[src/rtl/ddr_wr_burst_packer.sv]
// Host write beats grouped into sequential-address bursts and pushed
// into the command/data async FIFO as a header entry plus data entries.
module ddr_wr_burst_packer #(
    parameter int DATA_WIDTH = 32,
    parameter int ADDR_WIDTH = 24,
    parameter int BURST_LEN  = 8,
    parameter int TIMEOUT    = 16,
    parameter int LEN_W      = $clog2(BURST_LEN) + 1
) (
    input  logic                  wclk,
    input  logic                  wrst_n,
    input  logic                  in_valid,
    output logic                  in_ready,
    input  logic [ADDR_WIDTH-1:0] in_addr,
    input  logic [DATA_WIDTH-1:0] in_data,
    input  logic                  flush,
    input  logic                  full,
    output logic                  w_en,
    output logic [DATA_WIDTH:0]   wdata,
    output logic                  busy
);

    localparam int IDX_W = $clog2(BURST_LEN);
    localparam int TO_W  = $clog2(TIMEOUT + 1);

    typedef enum logic [1:0] {
        S_IDLE,
        S_COLLECT,
        S_HDR,
        S_DRAIN
    } state_t;

    state_t                state;
    logic [DATA_WIDTH-1:0] mem [BURST_LEN];
    logic [ADDR_WIDTH-1:0] start_addr;
    logic [ADDR_WIDTH-1:0] next_addr;
    logic [LEN_W-1:0]      count;
    logic [IDX_W-1:0]      idx;
    logic [TO_W-1:0]       idle;
    logic                  pend_v;
    logic [ADDR_WIDTH-1:0] pend_addr;
    logic [DATA_WIDTH-1:0] pend_data;
    logic                  rdy_en;

    logic                  accept;
    logic                  seq;
    logic                  to_hit;
    logic                  last;
    logic [DATA_WIDTH-1:0] hdr;

    // rdy_en keeps in_ready low while reset is asserted
    assign in_ready = rdy_en && !pend_v &&
                      (state == S_IDLE || state == S_COLLECT);
    assign accept   = in_valid && in_ready;
    assign seq      = (in_addr == next_addr) && (in_addr != '0);
    assign to_hit   = idle >= TO_W'(TIMEOUT - 1);
    assign last     = LEN_W'(idx) == count - LEN_W'(1);
    assign w_en     = (state == S_HDR || state == S_DRAIN) && !full;
    assign busy     = (state != S_IDLE) || pend_v;

    always_comb begin
        hdr = '0;
        hdr[ADDR_WIDTH-1:0] = start_addr;
        hdr[ADDR_WIDTH +: LEN_W] = count;
    end

    always_comb begin
        wdata = '0;
        unique case (state)
            S_HDR:   wdata = {1'b1, hdr};
            S_DRAIN: wdata = {1'b0, mem[idx]};
            default: wdata = '0;
        endcase
    end

    always_ff @(posedge wclk or negedge wrst_n) begin
        if (!wrst_n) begin
            state      <= S_IDLE;
            for (int i = 0; i < BURST_LEN; i++) mem[i] <= '0;
            start_addr <= '0;
            next_addr  <= '0;
            count      <= '0;
            idx        <= '0;
            idle       <= '0;
            pend_v     <= 1'b0;
            pend_addr  <= '0;
            pend_data  <= '0;
            rdy_en     <= 1'b0;
        end else begin
            rdy_en <= 1'b1;
            unique case (state)
                S_IDLE: begin
                    if (pend_v) begin
                        mem[0]     <= pend_data;
                        start_addr <= pend_addr;
                        next_addr  <= pend_addr + 1'b1;
                        count      <= LEN_W'(1);
                        idle       <= '0;
                        pend_v     <= 1'b0;
                        state      <= S_COLLECT;
                    end else if (accept) begin
                        mem[0]     <= in_data;
                        start_addr <= in_addr;
                        next_addr  <= in_addr + 1'b1;
                        count      <= LEN_W'(1);
                        idle       <= '0;
                        state      <= S_COLLECT;
                    end
                end
                S_COLLECT: begin
                    if (accept) begin
                        idle <= '0;
                        if (seq) begin
                            mem[count[IDX_W-1:0]] <= in_data;
                            count     <= count + 1'b1;
                            next_addr <= next_addr + 1'b1;
                            if (count == LEN_W'(BURST_LEN - 1) || flush)
                                state <= S_HDR;
                        end else begin
                            // address-space wrap also lands here
                            pend_v    <= 1'b1;
                            pend_addr <= in_addr;
                            pend_data <= in_data;
                            state     <= S_HDR;
                        end
                    end else begin
                        if (idle != TO_W'(TIMEOUT))
                            idle <= idle + 1'b1;
                        if (flush || to_hit)
                            state <= S_HDR;
                    end
                end
                S_HDR: begin
                    if (!full) begin
                        idx   <= '0;
                        state <= S_DRAIN;
                    end
                end
                S_DRAIN: begin
                    if (!full) begin
                        if (last) begin
                            count <= '0;
                            idx   <= '0;
                            state <= S_IDLE;
                        end else begin
                            idx <= idx + 1'b1;
                        end
                    end
                end
                default: state <= S_IDLE;
            endcase
        end
    end

endmodule
[config.mk]
export PLATFORM = sky130hd
export DESIGN_NAME = ddr_wr_burst_packer
export DESIGN_NICKNAME = d
export VERILOG_FILES = /design/src/rtl/ddr_wr_burst_packer.sv
export SDC_FILE = /design/constraint.sdc
export NUM_CORES = 1
export LEC_CHECK = 0
export ABC_CLOCK_PERIOD_IN_PS = 6000
export BUFFER_PORTS_ARGS = -buffer_cell sky130_fd_sc_hd__buf_4
export CORE_ASPECT_RATIO = 0.5
export CORE_MARGIN = 2
export CORE_UTILIZATION = 55
export DETAILED_ROUTE_END_ITERATION = 8
export PLACE_DENSITY = 0.73
export SYNTH_ARGS = -nofsm -noshare
export SYNTH_HDL_FRONTEND = slang
export SYNTH_SLANG_ARGS = --single-unit
[constraint.sdc]
create_clock -name wclk -period 6 [get_ports wclk]
set_input_delay 0.3 -clock wclk [delete_from_list [all_inputs] [get_ports wclk]]
set_output_delay 0.3 -clock wclk [all_outputs]
set_load 0.03 [all_outputs]
== After elaboration in Yosys (flattened, before gate mapping) ==
Index checks and enable logic that the tools add are counted.
Widths: inputs -> output; s select.

* Add/sub/neg operators: 7
* Multipliers: 0
* Div/mod/pow operators: 0
* $lt $le $gt $ge: 4
* Equality and inequality tests: 17
* Shift-type cells: 0
* Mux-type cells: 48
* Bitwise operators: 3
* Reduce and logical (&&, ||, !) cells: 29

{| class="wikitable"
|+ Operators with widths
! kind !! count
|-
| $mux 256 || 2
|-
| $bwmux 256 || 1
|-
| $mux 32 || 5
|-
| $mux 24 || 6
|-
| $bmux 32 s3 || 1
|-
| $demux 32 s3 || 1
|-
| $add 24x1->24 const B || 3
|-
| $pmux 33 s2 || 1
|-
| $pmux 32 s2 || 1
|-
| $pmux 24 s2 || 1
|-
| $eq 24x24->1 || 1
|-
| $mux 4 || 6
|-
| $reduce_bool 24->1 || 1
|-
| $mux 5 || 4
|-
| $mux 2 || 9
|-
| $reduce_and 3->1 || 5
|-
| $ne 2x2->1 const B || 6
|-
| $pmux 4 s3 || 1
|-
| $reduce_and 6->1 || 2
|-
| $pmux 5 s2 || 1
|-
| $mux 3 || 3
|-
| $ge 4x4->1 const B || 2
|-
| $not 3->4 || 2
|-
| $pmux 2 s4 || 1
|-
| 26 further kinds || 42
|}

* Bits in registers: 376
* Latch bits: 0
* Bits in writable memories: 0
* Memory bits (read-only): 0
* Output and inout port bits: 36
* Logic and storage cells: 126
* Memories: 0

== Logic depth before layout (Yosys ltp) ==
* Depth in word-level cells: 9
* Depth in mapped cells: 14

== Least setup slack after synthesis ==
OpenSTA, ideal clock, no wires.

* Path kind: register -> register
* From: reg state[1]
* To: reg next_addr[22]
* Data arrival time: 2.989 ns
* Data required time: 5.906 ns
* Setup slack: 2.917 ns
* Stages on the path, launching flop included: 15
* Period minus slack after synthesis: 3.083 ns
* Cells stage by stage: dfrtp_1 -> inv_1 -> ha_1 -> inv_1 -> buf_2 -> buf_1 -> mux2i_1 -> inv_1 -> ha_1 -> inv_1 -> nor4_1 -> nand4_1 -> nor3_2 -> mux2_2 -> a211oi_1

* Cells in the longest elaborated chain, start to end: 6
* Elaborated cells between the ends (all ways): 11
* Classes of those cells: eq/ne: 4; mux: 1; reduce/logical: 6

{| class="wikitable"
|+ Ends and longest elaborated chain
! element !! line !! text
|-
| start: declaration || 33 || <nowiki>state_t state;</nowiki>
|-
| start signal: assignment || 78 || <nowiki>state <= S_IDLE;</nowiki>
|-
| start signal: assignment || 100 || <nowiki>state <= S_COLLECT;</nowiki>
|-
| start signal: assignment || 107 || <nowiki>state <= S_COLLECT;</nowiki>
|-
| $eq 2x1->1 or $logic_not 2->1 (tied branches) || 53, 91 ||
|-
| $logic_or 1x1->1 || 53 || <nowiki>(state == S_IDLE || state == S_COLLECT);</nowiki>
|-
| $logic_and 1x1->1 || 52 || <nowiki>assign in_ready = rdy_en && !pend_v &&</nowiki>
|-
| $logic_and 1x1->1 || 54 || <nowiki>assign accept = in_valid && in_ready;</nowiki>
|-
| $ne 3x3->1 (no line) or $ne 2x2->1 (tied branches) || -- ||
|-
| $reduce_and 4->1 (no line) || -- ||
|-
| end signal: assignment || 96 || <nowiki>next_addr <= pend_addr + 1'b1;</nowiki>
|-
| end signal: assignment || 104 || <nowiki>next_addr <= in_addr + 1'b1;</nowiki>
|-
| end signal: assignment || 116 || <nowiki>next_addr <= next_addr + 1'b1;</nowiki>
|-
| end: declaration || 36 || <nowiki>logic [ADDR_WIDTH-1:0] next_addr;</nowiki>
|}

Parallel ways exist; a longest one is shown, timed or not.
A chain may end at the register's enable or synchronous reset.

== Worst setup path in the final report ==
* From: reg next_addr[23]
* To: reg mem[70] in the netlist's numbering

* Cells in the longest elaborated chain, start to end: 3

{| class="wikitable"
|+ Ends and longest elaborated chain
! element !! line !! text
|-
| $eq 24x24->1 || 55 || <nowiki>assign seq = (in_addr == next_addr) && (in_addr != '0);</nowiki>
|-
| $logic_and 1x1->1 || 55 ||
|-
| $reduce_and 3->1 (no line) || -- ||
|-
| end signal: indexed assignment || 114 || <nowiki>mem[count[IDX_W-1:0]] <= in_data;</nowiki>
|-
| end: declaration || 34 || <nowiki>logic [DATA_WIDTH-1:0] mem [BURST_LEN];</nowiki>
|}

No other way between the ends.

==> results summary <==
Of all cell types, the one taking the most synthesized area is sky130_fd_sc_hd__dfrtp_1. The clock insertion delay at the later pin of the skew report came out at around 0.55 ns. Setup violations remaining at the end of the flow were counted as 0.

The worst hold path begins at in_addr[19]. The post-synthesis instance total came out at between 1000 and 1500. The analysis attributes to cell leakage a power of ~10 nW. The kind of start point of the critical path is a flip-flop. Once layout is complete, the utilization of the core stands at a little over three fifths. The depth of the worst register-to-register path came out at 8.

Cells with a size suffix above 1 make up roughly 36% of the layout. In this run the critical register-to-register path is launched from next_addr[23]$_DFFE_PN0P_. TritonCTS built the clock tree. For this run the aggregate overflow at the end of global routing stands at 0.

The worst setup path is captured at a flip-flop. The setup slack at placement is roughly 1.9 ns. The total of buffers placed on input and output ports is 96. The row count came out at between 40 and 50. The clock arrives with between 0.02 and 0.03 ns of skew. The register clock-pin slew on the reported worst setup and hold paths is around 0.060 ns. The final worst-path cycle share is slightly below 70%.

The tree built by TritonCTS fans out to 376 sinks. The data required time of the worst path came out at around 6.4 ns. The min-delay analysis places its worst path in the category in -> reg. The post-synthesis area per instance came out at between 10 and 15 µm². The number of placed I/O pins came out at 97.

Synthesis produced a netlist with a net count of ~1500. The starting utilization of the core area came out at between 50% and 60%. The number of hold buffers added after cts is 2. The violation count after the first detailed-routing iteration came out at slightly above 1000. The cell sitting at the root of the clock tree is a sky130_fd_sc_hd__clkbuf_16.

The highest net fanout along the worst path came out at 17. 0 antenna diodes ended up in the layout. The first-pass GRT wire length came out at about 72000 µm. The routed layout has 11986 vias. The final period demand of the worst path came out at approximately 4.2 ns. The floorplan die height came out at around 130 µm.

The delay of the slowest cell on the worst path is between 1 and 1.5 ns. The final net count is 1551. For this design the ratio of total power to cell area is ~460 nW/µm². Setup repair after global routing left no endpoint under its margin. The last weighted congestion value of the routability-driven placer came out at 0.8948. The cell area that synthesis handed to floorplanning was 18670 µm². Counting flops and latches in the post-synthesis netlist gives roughly 380.

In this run the standard cell core region covers 33230 µm². The smallest setup slack after layout is between 1.5 and 2 ns. For this run, the register share of the synthesized area comes to roughly 50%.

The maximum number of buffers from clock root to sink is 3. The count of cells along the worst hold path is 2. The via count of the first global-routing pass came out at about 13000. The largest net degree at the start of global routing is approximately 160. Overall power consumption after layout is estimated at approximately 9.6 mW. Measured along the x axis, the die boundary spans approximately 260 µm.

The count of final hold-check violations is 0. The aggregate negative setup slack came out at 0 ns. Sorting the synthesized cells by area gives the leading types as sky130_fd_sc_hd__dfrtp_1, sky130_fd_sc_hd__mux2_2, sky130_fd_sc_hd__mux4_2. By startpoint and endpoint, the worst setup path is classified as reg -> reg. Measured against its own limit, the worst slew margin works out to approximately 13%. The number of enable-type register cells in the synthesized netlist came out at 0.

The worst-case IR drop observed on VDD is 274.0 µV. Counting distinct cell types in the post-synthesis netlist gives 48. The fraction of post-synthesis cell area in the top cell type by area came out at between 50% and 60%. The number of standard cells in the final layout excluding fillers came out at about 1900. The cell repeated most along the worst path is sky130_fd_sc_hd__nand4_1. The remaining antenna violation count after routing is 0. The number of DRC violations after detailed routing came out at 0.

The fmax came out at between 200 and 250 MHz. The detailed placement HPWL came out at 28530 µm. The max-slew violation total from the final report is 0. The number of levels in the clock H-tree came out at 2.

The number of filler instances in the final layout came out at approximately 2400. In the final routed layout, each cell accounts on average for between 20 and 25 µm. TritonCTS created 35 clock buffers. Once the clock tree was built, the setup fixing pass inserted 0 buffers. The number of placed instances with taps included came out at around 1900.

The source of the critical timing path is next_addr[23]$_DFFE_PN0P_. For this run, the detailed router's first-pass iteration total came to 5. The post-detailed-routing wire length is between 40000 and 50000 µm. The die covers between 30000 and 40000 µm². The number of resized instances in the post-cts repair step came out at 0. The overall track demand over capacity in global routing came out at a little over a quarter. From synthesis to final layout, the design area changed by 11.96%. The most used flip-flop cell after synthesis is sky130_fd_sc_hd__dfrtp_1.

The transition time of the tightest slew-check pin came out at between 1 and 1.5 ns. During synthesis, Yosys emitted a total of 0 warnings. Data arrives at the worst endpoint at around 4.6 ns. Walking the worst path, the cells encountered are xor2_1 -> nor4_1 -> nand4_1 -> or3_1 -> nor3_4 -> nand4_1 -> buf_4 -> mux2_1. For this design, the slowest cell found on the critical path is sky130_fd_sc_hd__nand4_1.

The initial antenna violation count came to 0. In the routed layout, each cell is associated on average with a via count of ~6.2. Across the run, the number of max-cap violations was 0. For this run, asynchronously set or reset flops after synthesis account for 100.0%. The run finished with clean final reports.
power by group:
part / switching, mW / internal, mW
sequential: 0.436 / 3.04
clock: 1.01 / 1.33
combinational: 2.12 / 1.63
total: 3.56 / 6.00
layout by cell type (no fill, tap or decap), drive strengths merged, types with 13 or more instances in the layout:
master  count
o22a       32
clkbuf     45
mux2i      64
o21ai      57
xnor2      15
nor2      107
dfrtp     376
clkinv     13
mux4       64
nor3       16
buf       119
a21oi      29
mux2      330
a21o       15
xor2       35
inv        16
nand2      44
a22o       31
nor2b      17
nor4       17
registers in the layout, summed over array words and instances, names as in the netlist:
signal and count:
rdy_en 1, count 4, pend_data 32, pend_v 1
idle 5, state 2, idx 3, start_addr 24
mem 256, next_addr 24, pend_addr 24
stage by stage:
| stage | cell area (µm²) | hold WS (ns) |
|---|---|---|
| CTS | 20910 | 0.02338 |
| floorplan | 18670 | 0.004409 |
| global route | 20910 | 0.02625 |
| detailed placement | 19670 | 0.3023 |
| global placement | 19670 | 0.2848 |
| finish | 20910 | 0.03961 |
kinds of logic (layout without fill, tap and decap cells):
family                   Yosys count  count (layout)  synth area share, %
AO/OA/AOI/OAI                    176             176                6.426
XOR/XNOR                          50              50                2.345
AND/OR/NAND/NOR                  234             234                5.897
other                              1               1              0.02008
adder cells (fa/ha/maj)           11              11               0.7371
multiplexers                     458             458                31.05
buffers and inverters            143             199                3.129
flip-flops                       376             376                50.39
Yosys cell counts, types with 16 or more instances:
cell type and count:
sky130_fd_sc_hd__mux2i_1 64, sky130_fd_sc_hd__mux2_2 276, sky130_fd_sc_hd__nor2b_1 17, sky130_fd_sc_hd__a21oi_1 28
sky130_fd_sc_hd__o22a_1 32, sky130_fd_sc_hd__nor4_1 16, sky130_fd_sc_hd__a22o_1 31, sky130_fd_sc_hd__o21ai_0 57
sky130_fd_sc_hd__mux4_2 64, sky130_fd_sc_hd__xor2_1 35, sky130_fd_sc_hd__buf_1 30, sky130_fd_sc_hd__clkbuf_1 62
sky130_fd_sc_hd__dfrtp_1 376, sky130_fd_sc_hd__nor2_1 107, sky130_fd_sc_hd__buf_2 35, sky130_fd_sc_hd__mux2_1 54
sky130_fd_sc_hd__nand2_1 44
final timing paths:
kind,slack (ns),end
worst max-delay path,1.84,mem[70]$_DFFE_PN0P_
worst min-delay path,0.04,pend_addr[19]$_DFFE_PN0P_
worst max register to register,1.84,mem[70]$_DFFE_PN0P_
worst min register to register,0.49,mem[4]$_DFFE_PN0P_
max in group asynchronous,4.21,mem[247]$_DFFE_PN0P_
min in group asynchronous,0.31,pend_addr[12]$_DFFE_PN0P_
critical path: cells and delay by family (launching register included):
family,cells,cell delay (ns)
XOR/XNOR,1,0.18
multiplexers,1,0.35
buffers and inverters,1,0.66
AND/OR/NAND/NOR,5,2.40
flip-flops,1,0.42
per-layer routing:
metal  routed length [µm]  GRT usage [%]  vias up  share of wire (%)
met5                    0              0        -                  0
met4                  722          5.524        0                1.6
met3                 2958          5.636       58                6.5
met2                21180          41.42      332                 46
met1                20780          38.28     6309                 46
li1                     -              -     5287                  -
area by class of cell:
cell class / instances / area (µm²) / share of cell area, %
Inverter: 15 / 56.30 / 0.2693
Tap cell: 441 / 551.8 / 2.639
Clock buffer: 45 / 1003 / 4.800
Multi-Input combinational cell: 930 / 8730 / 41.76
Sequential cell: 376 / 9419 / 45.06
Clock inverter: 18 / 211.5 / 1.011
Timing Repair Buffer: 121 / 933.4 / 4.465
Note: power is estimated with default switching activity, not from simulation.
